==> src/rtl/mulu_m7q7_host_if.sv <==
// Operand/result handshake bundle between a test host and the 7x7 multiplier initiator.
interface mulu_m7q7_host_if;
    logic        op_valid;
    logic        op_ready;
    logic [6:0]  op_m;
    logic [6:0]  op_q;
    logic        res_valid;
    logic        res_ready;
    logic [13:0] res_p;
    logic        res_err;

    modport master (
        output op_valid, op_m, op_q, res_ready,
        input  op_ready, res_valid, res_p, res_err
    );

    modport slave (
        input  op_valid, op_m, op_q, res_ready,
        output op_ready, res_valid, res_p, res_err
    );
endinterface

==> src/rtl/mulu_m7q7_host.sv <==
// Host-side initiator for the clock-edge-multiplexed 7x7 multiplier chip: sequences chip_clk
// and chip_in through the latch phases, captures both product halves and checks them.
module mulu_m7q7_host #(
    parameter int HALF_CYCLES = 4,
    parameter int SYNC_STAGES = 2
) (
    input  logic                  clk,
    input  logic                  rst_n,
    mulu_m7q7_host_if.slave       bus,
    output logic                  chip_clk,
    output logic [6:0]            chip_in,
    input  logic [6:0]            chip_out,
    output logic                  busy
);

    localparam int CW = (HALF_CYCLES > 2) ? $clog2(HALF_CYCLES) : 1;
    localparam logic [CW-1:0] CNT_LOAD = CW'(HALF_CYCLES - 1);
    localparam logic [CW-1:0] CNT_ZERO = {CW{1'b0}};

    typedef enum logic [2:0] {
        ST_IDLE = 3'd0,
        ST_A    = 3'd1,
        ST_B    = 3'd2,
        ST_C    = 3'd3,
        ST_D    = 3'd4,
        ST_E    = 3'd5,
        ST_F    = 3'd6,
        ST_DONE = 3'd7
    } state_t;

    state_t        state_r;
    logic [CW-1:0] cnt_r;
    logic          chip_clk_r;
    logic [6:0]    chip_in_r;
    logic [6:0]    m_r;
    logic [6:0]    q_r;
    logic [6:0]    lo_r;
    logic          op_ready_r;
    logic          res_valid_r;
    logic [13:0]   res_p_r;
    logic          res_err_r;
    logic          busy_r;
    logic [6:0]    sync_r [SYNC_STAGES];
    logic [6:0]    sample_s;
    logic          seg_end_s;

    function automatic logic [13:0] mul7(input logic [6:0] a, input logic [6:0] b);
        return {7'd0, a} * {7'd0, b};
    endfunction

    assign sample_s  = sync_r[SYNC_STAGES-1];
    assign seg_end_s = (cnt_r == CNT_ZERO);

    // chip_out is asynchronous to clk; resynchronise before any capture
    always_ff @(posedge clk or negedge rst_n) begin
        if (!rst_n) begin
            for (int i = 0; i < SYNC_STAGES; i++) sync_r[i] <= 7'd0;
        end else begin
            sync_r[0] <= chip_out;
            for (int i = 1; i < SYNC_STAGES; i++) sync_r[i] <= sync_r[i-1];
        end
    end

    // Phase sequencer: every chip pin and handshake output comes straight from a flop
    always_ff @(posedge clk or negedge rst_n) begin
        if (!rst_n) begin
            state_r     <= ST_IDLE;
            cnt_r       <= CNT_ZERO;
            chip_clk_r  <= 1'b1;
            chip_in_r   <= 7'd0;
            m_r         <= 7'd0;
            q_r         <= 7'd0;
            lo_r        <= 7'd0;
            op_ready_r  <= 1'b1;
            res_valid_r <= 1'b0;
            res_p_r     <= 14'd0;
            res_err_r   <= 1'b0;
            busy_r      <= 1'b0;
        end else begin
            if (state_r != ST_IDLE && state_r != ST_DONE) begin
                cnt_r <= seg_end_s ? CNT_LOAD : cnt_r - 1'b1;
            end else begin
                cnt_r <= CNT_LOAD;
            end
            case (state_r)
                ST_IDLE: begin
                    if (bus.op_valid && op_ready_r) begin
                        m_r        <= bus.op_m;
                        q_r        <= bus.op_q;
                        chip_in_r  <= bus.op_m;
                        chip_clk_r <= 1'b1;
                        op_ready_r <= 1'b0;
                        busy_r     <= 1'b1;
                        state_r    <= ST_A;
                    end else begin
                        op_ready_r <= !res_valid_r;
                    end
                end
                ST_A: begin
                    if (seg_end_s) begin
                        chip_clk_r <= 1'b0;
                        state_r    <= ST_B;
                    end
                end
                ST_B: begin
                    if (seg_end_s) begin
                        chip_in_r <= q_r;
                        state_r   <= ST_C;
                    end
                end
                ST_C: begin
                    if (seg_end_s) begin
                        chip_clk_r <= 1'b1;
                        state_r    <= ST_D;
                    end
                end
                ST_D: begin
                    if (seg_end_s) begin
                        lo_r      <= sample_s;
                        chip_in_r <= m_r;
                        state_r   <= ST_E;
                    end
                end
                ST_E: begin
                    if (seg_end_s) begin
                        chip_clk_r <= 1'b0;
                        state_r    <= ST_F;
                    end
                end
                ST_F: begin
                    if (seg_end_s) begin
                        chip_clk_r  <= 1'b1;
                        res_p_r     <= {sample_s, lo_r};
                        res_err_r   <= ({sample_s, lo_r} != mul7(m_r, q_r));
                        res_valid_r <= 1'b1;
                        state_r     <= ST_DONE;
                    end
                end
                ST_DONE: begin
                    if (bus.res_ready) begin
                        res_valid_r <= 1'b0;
                        op_ready_r  <= 1'b1;
                        busy_r      <= 1'b0;
                        state_r     <= ST_IDLE;
                    end
                end
                default: begin
                    chip_clk_r  <= 1'b1;
                    res_valid_r <= 1'b0;
                    op_ready_r  <= 1'b1;
                    busy_r      <= 1'b0;
                    state_r     <= ST_IDLE;
                end
            endcase
        end
    end

    assign chip_clk      = chip_clk_r;
    assign chip_in       = chip_in_r;
    assign busy          = busy_r;
    assign bus.op_ready  = op_ready_r;
    assign bus.res_valid = res_valid_r;
    assign bus.res_p     = res_p_r;
    assign bus.res_err   = res_err_r;

endmodule

==> src/flat_wrapper.sv <==
// flat-port wrapper written by rule: the top's interface ports become plain ports
module mulu_m7q7_host_flat 
#(
    parameter int HALF_CYCLES = 4,
    parameter int SYNC_STAGES = 2
)
  (clk, rst_n, chip_clk, chip_in, chip_out, busy, bus_op_valid, bus_op_m, bus_op_q, bus_res_ready, bus_op_ready, bus_res_valid, bus_res_p, bus_res_err);
  mulu_m7q7_host_if bus_i ();
  input  logic clk;
  input  logic rst_n;
  output logic chip_clk;
  output logic [6:0] chip_in;
  input  logic [6:0] chip_out;
  output logic busy;
  input wire logic [$bits(bus_i.op_valid)-1:0] bus_op_valid;
  input wire logic [$bits(bus_i.op_m)-1:0] bus_op_m;
  input wire logic [$bits(bus_i.op_q)-1:0] bus_op_q;
  input wire logic [$bits(bus_i.res_ready)-1:0] bus_res_ready;
  output wire logic [$bits(bus_i.op_ready)-1:0] bus_op_ready;
  output wire logic [$bits(bus_i.res_valid)-1:0] bus_res_valid;
  output wire logic [$bits(bus_i.res_p)-1:0] bus_res_p;
  output wire logic [$bits(bus_i.res_err)-1:0] bus_res_err;
  assign bus_i.op_valid = bus_op_valid;
  assign bus_i.op_m = bus_op_m;
  assign bus_i.op_q = bus_op_q;
  assign bus_i.res_ready = bus_res_ready;
  assign bus_op_ready = bus_i.op_ready;
  assign bus_res_valid = bus_i.res_valid;
  assign bus_res_p = bus_i.res_p;
  assign bus_res_err = bus_i.res_err;
  mulu_m7q7_host #(.HALF_CYCLES(HALF_CYCLES), .SYNC_STAGES(SYNC_STAGES)) u_core (.clk(clk), .rst_n(rst_n), .bus(bus_i), .chip_clk(chip_clk), .chip_in(chip_in), .chip_out(chip_out), .busy(busy));
endmodule
==> config.mk <==
export PLATFORM = sky130hd
export DESIGN_NAME = mulu_m7q7_host_flat
export DESIGN_NICKNAME = d
export VERILOG_FILES = /design/src/rtl/mulu_m7q7_host_if.sv /design/src/rtl/mulu_m7q7_host.sv /design/src/flat_wrapper.sv
export SDC_FILE = /design/constraint.sdc
export NUM_CORES = 1
export LEC_CHECK = 0
export BUFFER_PORTS_ARGS = -buffer_cell sky130_fd_sc_hd__buf_2
export CORE_UTILIZATION = 59
export DETAILED_ROUTE_END_ITERATION = 7
export HOLD_SLACK_MARGIN = 0.06
export PLACE_DENSITY = 0.81
export SETUP_SLACK_MARGIN = 0.15
export SLEW_MARGIN = 20
export SYNTH_ARGS = -nofsm -noshare
export SYNTH_HDL_FRONTEND = slang
export SYNTH_SLANG_ARGS = --single-unit
==> constraint.sdc <==
create_clock -name clk -period 4.8 [get_ports clk]
set_input_delay 0.24 -clock clk [delete_from_list [all_inputs] [get_ports clk]]
set_output_delay 0.24 -clock clk [all_outputs]
set_load 0.05 [all_outputs]
==> Word-level counts from Yosys, hierarchy flattened <==
Index checks and enable logic that the tools add are counted.
{ "totals": {"ff_bits": 66, "latchBits": 0, "mem_bits_rw": 0, "rom_bits": 0, "input_bits": 25, "out_inout_bits": 26, "wordCells": 81, "mem_count": 0} }
{ "classes": {"addsub": 1, "n_mul": 1, "div_mod_pow": 0, "order_cmp": 0, "n_eq_ne": 19, "shift": 0, "mux": 25, "bitwise": 0, "reduce_logical": 21} }
{ "ops": {"columns": ["operator", "count"], "rows": [
  ["$mux W3", 8],
  ["$pmux W3 S8", 1],
  ["$mux W7", 3],
  ["$pmux W7 S3", 1],
  ["$ne A2 B1 Y1 const B", 9],
  ["$mul A7 B7 Y14", 1],
  ["$ne A14 B14 Y1", 1],
  ["$eq A3 B3 Y1 const B", 4],
  ["$reduce_bool A3 Y1", 3],
  ["$reduce_and A2 Y1", 4],
  ["$reduce_and A4 Y1", 2],
  ["$reduce_and A8 Y1", 1],
  ["$eq A3 B2 Y1 const B", 2],
  ["$mux W1", 6],
  ["$pmux W1 S2", 3],
  ["$reduce_and A3 Y1", 2],
  ["$mux W2", 2],
  ["$reduce_bool A2 Y1", 2],
  ["$reduce_or A2 Y1", 2],
  ["$eq A3 B1 Y1 const B", 1],
  ["$logic_not A3 Y1", 1],
  ["$ne A3 B3 Y1 const B", 1],
  ["$pmux W1 S3", 1],
  ["$logic_and A1 B1 Y1", 2],
  ["4 further kinds", 4]
]} }

==> Logic depth before layout (Yosys ltp) <==
Gate-level depths: netlist of run 1.
{ "depth": {"word_depth": 4, "mapped_depth": 17, "ltp_nobuf": 16} }

==> Worst setup path before layout of run 1 <==
No wires, ideal clock.
{ "synth_timing": {"path_type": "reg-to-reg", "from": "reg u_core.q_r[6]", "to": "reg u_core.res_err_r (netlist: u_core.bus.res_err)", "setup_ps": 129, "arrival_time_ps": 4330, "slack_ps": 341, "path_stages_with_launch": 16, "path_buffers": 1, "cell_sequence": "dfrtp_1 clkbuf_1 nand2_1 fa_1 fa_1 fa_1 inv_1 fa_1 ha_1 a21o_1 a221oi_2 nor3b_2 o31ai_4 mux2i_1 and3_1 a31oi_1"} }
{ "synth_between": {"elab_chain_cells": 2} }
{ "synth_lines": {"columns": ["item", "line_no", "text"], "rows": [
  ["start: declaration", "mulu_m7q7_host.sv:36", "logic [6:0] q_r;"],
  ["start signal: assignment", "mulu_m7q7_host.sv:89", "q_r <= bus.op_q;"],
  ["$mul A7 B7 Y14", "mulu_m7q7_host.sv:48", "return {7'd0, a} * {7'd0, b};"],
  ["$ne A14 B14 Y1", "mulu_m7q7_host.sv:134", "res_err_r <= ({sample_s, lo_r} != mul7(m_r, q_r));"],
  ["end signal: assignment", "mulu_m7q7_host.sv:134", null],
  ["end: declaration", "mulu_m7q7_host.sv:41", "logic res_err_r;"]
]} }
Every way passes these cells.
A chain may end at the register's enable or synchronous reset.

==> Final worst setup path of run 1 <==
{ "layout_timing": {"from": "reg u_core.q_r[1]", "to": "reg u_core.res_err_r (netlist: u_core.bus.res_err)"} }
Same word-level chain as after synthesis.

==> reports/results.ini, run 1 <==
[status]
status = complete, no violations

[setup_path]
r2r_cells = 14
setup.worst_path.end_class = register
crit_cells = 14
cpPeakStageDelay_ns = 0.59
critPathMaxFanout = 9
worstSetupEndpoint = u_core.bus.res_err$_DFFE_PN0P_
worstPathRequired_ns = 5.02
crit_top_cell = fa_1
rr_endpoint = u_core.bus.res_err$_DFFE_PN0P_
cp_slowest_cell = fa_1
worstSetupPathType = reg2reg
critPathArrivalTime_ns = 4.67
rr_startpoint = u_core.q_r[1]$_DFFE_PN0P_
crit_chain = nand2_1 -> fa_1 -> fa_1 -> fa_1 -> inv_1 -> fa_1 -> ha_4 -> a21o_1 -> a221oi_4 -> nor3b_2 -> o31ai_4 -> mux2i_1 -> and3_1 -> a31oi_1
cpLargestDelayFamily = adder cells
cp-start-kind = register
rrSetupSlack_ns = 0.35
crit_start = u_core.q_r[1]$_DFFE_PN0P_
crit_buf_inv = 1

[drt]
wl_per_cell_um = 15.6
drt_iter0_markers = 181
ant_nets = 0
viasPerCell = 5.52
postRouteWirelength_um = 8760
routed-via-count = 3098
drc = 0
drt_first_pass_iters = 4

[cells_and_area]
layout_commonest_cell = dfrtp_1
stdcell_area_um2 = 4980
drive_above_1_share_pct = 26.5
antennaDiodeCount = 0
final_cell_mix = 59 x dfrtp_1, 50 x buf_2, 43 x nand2_1, 35 x mux2_2, 33 x inv_1
nets = 542
area_growth_pct = 14.7

[hold_path]
hold_class = in2async

[sta]
fin_skew_ns = 0.0106
rsz0062_at_grt = no
finalMaxSlewViolations = 0
fmax_ghz = 0.225
relSlewSlack_pct = 41.6
finalCritPeriodShare_pct = 92.7
fin_tns_setup_ns = 0
hold_violations = 0
worst_pin_slew_ns = 0.876
setup_viol_count_final = 0
min_period_ns = 4.45

[clocking]
cts_tree = built
clock_tree.root_cell = clkbuf_8
clk_pin_slew_ns = 0.08
cts_buffer_depth = 2
cts_sinks = 66
cts_buffers = 9
h-tree-depth = 3
insertion_delay_ns = 0.34
cts_setup_buffers = 0

[logic_synthesis]
async_reset_ff_share_pct = 100
synth_area_leader_cell = dfrtp_1
synth_edf_count = 0
synthDominantCellAreaShare_pct = 36.9
syn_inst = 407
synthFlopType = dfrtp_1
seq_area_frac_synth_pct = 38.1
synthTopCellsByArea = dfrtp_1 37%, fa_1 11%, ha_1 9.5%
synth-seq-cells = 66
synth.avg_cell_area_um2 = 10.7
ys_types = 39
synth_area_um2 = 4340
syn_nets = 489
ys_warn_count = 0

[place]
dp_hpwl_um = 6560
numPortBuffers = 50
placed_cell_area_um2 = 4680
routabilityCongestion = 0.853

[flow_run]
max_cap_violations = 0

[global_route]
grt_pass1_wl_um = 14400
antenna_found_initial = 0
grt_overflow = 0
grt_pass1_vias = 3073
grtUsageTotal_pct = 24.6
grt_max_degree = 67

[floorplan]
core_um2 = 6940
num_rows = 30
die_area_um2 = 7700
io_pins = 51
die_h_um = 87.8
initial_core_util_pct = 62.5
die_w_um = 87.8

-- cell usage after synthesis, types with 5 or more instances --
| cell type | n |
|---|---|
| dfrtp_1 | 64 |
| nand2_1 | 43 |
| mux2_2 | 35 |
| ha_1 | 33 |
| inv_1 | 33 |
| fa_1 | 24 |
| and2_1 | 21 |
| clkbuf_1 | 20 |
| o21ai_0 | 17 |
| nor2_1 | 16 |
| xnor2_1 | 15 |
| a21oi_1 | 13 |
| o22ai_1 | 8 |
| o41ai_1 | 7 |
| xor2_1 | 7 |
| nor3_1 | 5 |
-- area by class of cell --
cell class | count | area [um2]
well taps | 96 | 120
inverters | 33 | 124
clock buffers | 10 | 128
fillers | 523 | 1970
multi-input cells | 285 | 2500
flip-flops and latches | 66 | 1660
repair buffers | 65 | 380
clock inverters | 6 | 67.6
-- how the worst min path moves through the flow --
| stage | start | endpoint | slack, ns | cells after the start |
|---|---|---|---|---|
| global placement | u_core.sync_r[9]$_DFF_PN0_ | u_core.sample_s[2]$_DFF_PN0_ | 0.33 | 0 |
| finish | rst_n | u_core.sync_r[10]$_DFF_PN0_ | 0.07 | 2 |
| CTS | rst_n | u_core.sync_r[10]$_DFF_PN0_ | 0.1 | 2 |
| floorplan | rst_n | u_core.bus.res_err$_DFFE_PN0P_ | -0.06 | 0 |
| global route | bus_op_q[2] | u_core.q_r[2]$_DFFE_PN0P_ | 0.12 | 2 |
| detailed placement | u_core.sync_r[9]$_DFF_PN0_ | u_core.sample_s[2]$_DFF_PN0_ | 0.34 | 0 |
-- kinds of logic after synthesis --
family / Yosys count / synth area share (%)
buf+inv: 56 / 4.96
mux: 38 / 9.78
fa+ha+maj: 57 / 20.6
xor+xnor: 22 / 4.44
simple gates: 106 / 12.5
compound gates: 62 / 9.57
flops: 66 / 38.1
-- flip-flops by register name (all words and copies together), names as in the netlist --
name and count:
u_core.sample_s 7, u_core.chip_in 7, u_core.bus.res_err 1, u_core.cnt_r 2, u_core.lo_r 7, u_core.bus.res_p 14, u_core.bus.op_ready 1, u_core.busy 1
u_core.chip_clk 1, u_core.bus.res_valid 1, u_core.state_r 3, u_core.sync_r 7, u_core.m_r 7, u_core.q_r 7
-- stage by stage --
stage                     instances  hold WS [ns]  setup slack (ns)  util (%)
after floorplan                 407       -0.0556             0.341         -
after global placement          538         0.332             0.242      67.4
after detailed placement        538         0.336             0.168      67.4
after CTS                       561        0.0957             0.172      71.2
after global routing            561         0.118             0.167      71.7
final                           561        0.0693             0.351      71.7
-- layer usage --
layer / GRT usage (%) / share of wire (%) / wire length [um] / vias to the layer above
li1: - / - / - / 1495
met1: 35.4 / 48 / 4200 / 1542
met2: 37.8 / 48 / 4180 / 53
met3: 5.94 / 3.5 / 304 / 8
met4: 6.11 / 0.88 / 77 / 0
met5: 0 / 0 / 0 / -
-- what timing repair did --
item,CTS,global route
hold buffers,7,0
hold endpoints to repair,7,0
endpoints found under the setup margin,0,1
gates resized for setup,0,8
Power of run 1 is not shown: default switching activity piles up to over one toggle a cycle in this logic, so the estimate is an artifact.
==> inputs of run 2 (changes only) <==
--- a/config.mk
+++ b/config.mk
@@ -5,8 +5,9 @@
 export SDC_FILE = /design/constraint.sdc
 export NUM_CORES = 1
 export LEC_CHECK = 0
+export ABC_AREA = 1
 export BUFFER_PORTS_ARGS = -buffer_cell sky130_fd_sc_hd__buf_2
-export CORE_UTILIZATION = 59
+export CORE_UTILIZATION = 60
 export DETAILED_ROUTE_END_ITERATION = 7
 export HOLD_SLACK_MARGIN = 0.06
 export PLACE_DENSITY = 0.81
==> run 2 against run 1 <==
Net effect: count of clock-buffer cells in the layout is 1 higher; synthesized area is 5.7% higher; first-iteration DRC count is 20% higher; die area is 3.8% higher; worst setup slack better by 0.19 ns.
==> reports/results.ini, run 2 <==
[global_route]
grt_pass1_wl_um = 17000  ; was 14400 um
antenna_found_initial = 0  ; unchanged
grt_max_degree = 67  ; unchanged
grt_pass1_vias = 3725  ; was 3073
grt_util_met3_pct = 6.74  ; was 5.94%
grt_overflow = 0  ; unchanged
use_met1_pct = 36.9  ; was 35.4%
grtUsageTotal_pct = 28.8  ; was 24.6%
use_met2_pct = 47.4  ; was 37.8%
top_usage_layer = met2  ; unchanged

[drt]
drc = 0  ; unchanged
wl_per_cell_um = 14.4  ; was 15.6 um
drt_iter0_markers = 218  ; was 181
drt_first_pass_iters = 5  ; was 4
ant_nets = 0  ; unchanged
postRouteWirelength_um = 10100  ; was 8760 um
routed-via-count = 3720  ; was 3098
viasPerCell = 5.30  ; was 5.52

[clocking]
insertion_delay_ns = 0.35  ; was 0.34 ns
clk_pin_slew_ns = 0.07  ; was 0.08 ns
cts_buffer_depth = 2  ; unchanged
cts_tree = built  ; unchanged
cts_buffers = 9  ; unchanged
h-tree-depth = 3  ; unchanged
cts_setup_buffers = 0  ; unchanged
cts_sinks = 66  ; unchanged
clock_tree.root_cell = clkbuf_8  ; unchanged

[setup_path]
rr_endpoint = u_core.bus.res_err$_DFFE_PN0P_  ; unchanged
cp-start-kind = register  ; unchanged
setup.worst_path.end_class = register  ; unchanged
critPathArrivalTime_ns = 4.50  ; was 4.67 ns
worstSetupEndpoint = u_core.bus.res_err$_DFFE_PN0P_  ; unchanged
rrSetupSlack_ns = 0.54  ; was 0.35 ns
crit_start = u_core.m_r[0]$_DFFE_PN0P_  ; was u_core.q_r[1]$_DFFE_PN0P_
critPathMaxFanout = 10  ; was 9
worstSetupPathType = reg2reg  ; unchanged
r2r_cells = 19  ; was 14
rr_startpoint = u_core.m_r[0]$_DFFE_PN0P_  ; was u_core.q_r[1]$_DFFE_PN0P_
worstPathRequired_ns = 5.04  ; was 5.02 ns

[cells_and_area]
largest_reg_flops = 14  ; unchanged
layout_commonest_cell = nand2_1  ; was dfrtp_1
antennaDiodeCount = 0  ; unchanged
nets = 680  ; was 542
final_cell_mix = 176 x nand2_1, 93 x inv_1, 64 x dfrtp_1, 50 x buf_2, 33 x ha_1  ; was 59 x dfrtp_1, 50 x buf_2, 43 x nand2_1, 35 x mux2_2, 33 x inv_1
area_growth_pct = 11.8  ; was 14.7%
drive_above_1_share_pct = 15.9  ; was 26.5%

[logic_synthesis]
synth_edf_count = 0  ; unchanged
async_reset_ff_share_pct = 100  ; unchanged
synth_area_leader_cell = dfrtp_1  ; unchanged
seq_area_frac_synth_pct = 36.1  ; was 38.1%
synth_area_um2 = 4590  ; was 4340 um2
syn_nets = 631  ; was 489
ys_warn_count = 0  ; unchanged
synth.avg_cell_area_um2 = 8.35  ; was 10.7 um2
synthTopCellsByArea = dfrtp_1 35%, nand2_1 14%, fa_1 10%  ; was dfrtp_1 37%, fa_1 11%, ha_1 9.5%
synthDominantCellAreaShare_pct = 34.9  ; was 36.9%
synthFlopType = dfrtp_1  ; unchanged
ys_types = 30  ; was 39
synth_common_cells = 176 x nand2_1, 93 x inv_1, 64 x dfrtp_1  ; was 64 x dfrtp_1, 43 x nand2_1, 35 x mux2_2
syn_inst = 549  ; was 407
synth.most_common_cell = nand2_1  ; was dfrtp_1
synth-seq-cells = 66  ; unchanged

[sta]
fin_skew_ns = 0.00692  ; was 0.0106 ns
finalCritPeriodShare_pct = 88.8  ; was 92.7%
rsz0062_at_grt = no  ; unchanged
min_period_ns = 4.26  ; was 4.45 ns
fin_tns_setup_ns = 0  ; unchanged
hold_violations = 0  ; unchanged
fmax_ghz = 0.235  ; was 0.225 GHz
worst_pin_slew_ns = 0.845  ; was 0.876 ns
relSlewSlack_pct = 43.7  ; was 41.6%
setup_viol_count_final = 0  ; unchanged
finalMaxSlewViolations = 0  ; unchanged

[place]
routabilityCongestion = 0.904  ; was 0.853
dp_hpwl_um = 7420  ; was 6560 um
numPortBuffers = 50  ; unchanged

[floorplan]
die_h_um = 89.4  ; was 87.8 um
io_pins = 51  ; unchanged
initial_core_util_pct = 62.6  ; was 62.5%
core_um2 = 7330  ; was 6940 um2
num_rows = 31  ; was 30
die_area_um2 = 8000  ; was 7700 um2
die_w_um = 89.4  ; was 87.8 um

[hold_path]
hold_class = in2async  ; unchanged

[flow_run]
max_cap_violations = 0  ; unchanged

[status]
status = complete, no violations  ; unchanged

## run 2: cell count changes after synthesis, moves of 9 or more
cell     previous run  this run
mux2_4              0         9
inv_1              33        93
nand3_1             0        22
nand2_1            43       176
and2_1             21         0
mux2_2             35         5
nor2_1             16        29
## run 2: cell type report
cell class              count  area (um2)
multi-input cells         366        2470
fillers                   592        2200
flip-flops and latches     66        1650
inverters                  97         364
repair buffers             58         328
clock buffers              11         131
well taps                  99         124
clock inverters             5        55.1
## run 2: routing by layer
| layer | wire [um] | vias to the layer above | share of wire [%] |
|---|---|---|---|
| met4 | 204 | 0 | 2.0 |
| met1 | 4370 | 1771 | 43 |
| met5 | 0 | - | 0 |
| met2 | 4870 | 139 | 48 |
| li1 | - | 1788 | - |
| met3 | 669 | 22 | 6.6 |
## run 2: through the flow
| stage | hold WS (ns) | instance area, um2 | utilization, % | setup WS, ns | instances |
|---|---|---|---|---|---|
| global placement | 0.332 | 4870 | 66.4 | 0.571 | 679 |
| floorplan | -0.0556 | 4590 | - | 0.844 | 549 |
| CTS | 0.105 | 5130 | 69.9 | 0.552 | 702 |
| global route | 0.111 | 5130 | 69.9 | 0.230 | 702 |
| finish | 0.0639 | 5130 | 69.9 | 0.537 | 702 |
| detailed placement | 0.335 | 4870 | 66.4 | 0.568 | 679 |
## run 2: how the worst min path moves through the flow
stage | end | start
after floorplan | u_core.bus.res_err$_DFFE_PN0P_ | rst_n
after global placement | u_core.sample_s[6]$_DFF_PN0_ | u_core.sync_r[13]$_DFF_PN0_
after detailed placement | u_core.sample_s[4]$_DFF_PN0_ | u_core.sync_r[11]$_DFF_PN0_
after CTS | u_core.q_r[3]$_DFFE_PN0P_ | rst_n
after global routing | u_core.q_r[2]$_DFFE_PN0P_ | bus_op_q[2]
final | u_core.sample_s[5]$_DFF_PN0_ | rst_n
## run 2: critical path: stages (launching register included)
cell and delay (ns):
dfrtp_1 0.54, nand2_1 0.14, fa_1 0.52, fa_1 0.54, fa_1 0.55, inv_1 0.06
fa_1 0.49, ha_1 0.37, nand2_1 0.08, nand2_1 0.07, nand2_1 0.11, nand2_1 0.06
nand2_1 0.08, nand3_1 0.08, nand3_1 0.08, nand2_1 0.05, nor2_1 0.14, nand3_1 0.09
nand2_1 0.06, nand2_1 0.05
## run 2: kinds of logic (layout without fill, tap and decap cells)
family	after synthesis	in the layout	synth area share (%)
AO/OA/AOI/OAI	40	40	5.95
adder cells (fa/ha/maj)	57	57	19.5
AND/OR/NAND/NOR	240	240	21.4
flip-flops	66	66	36.1
multiplexers	14	14	4.17
XOR/XNOR	15	15	2.87
buffers and inverters	117	171	10.1
## run 2: repair_timing
action                    in CTS  in global routing
gates resized for setup        0                  0
hold endpoints to repair       7                  0
hold buffers                   7                  0
Power of run 2 is left out for the same reason.
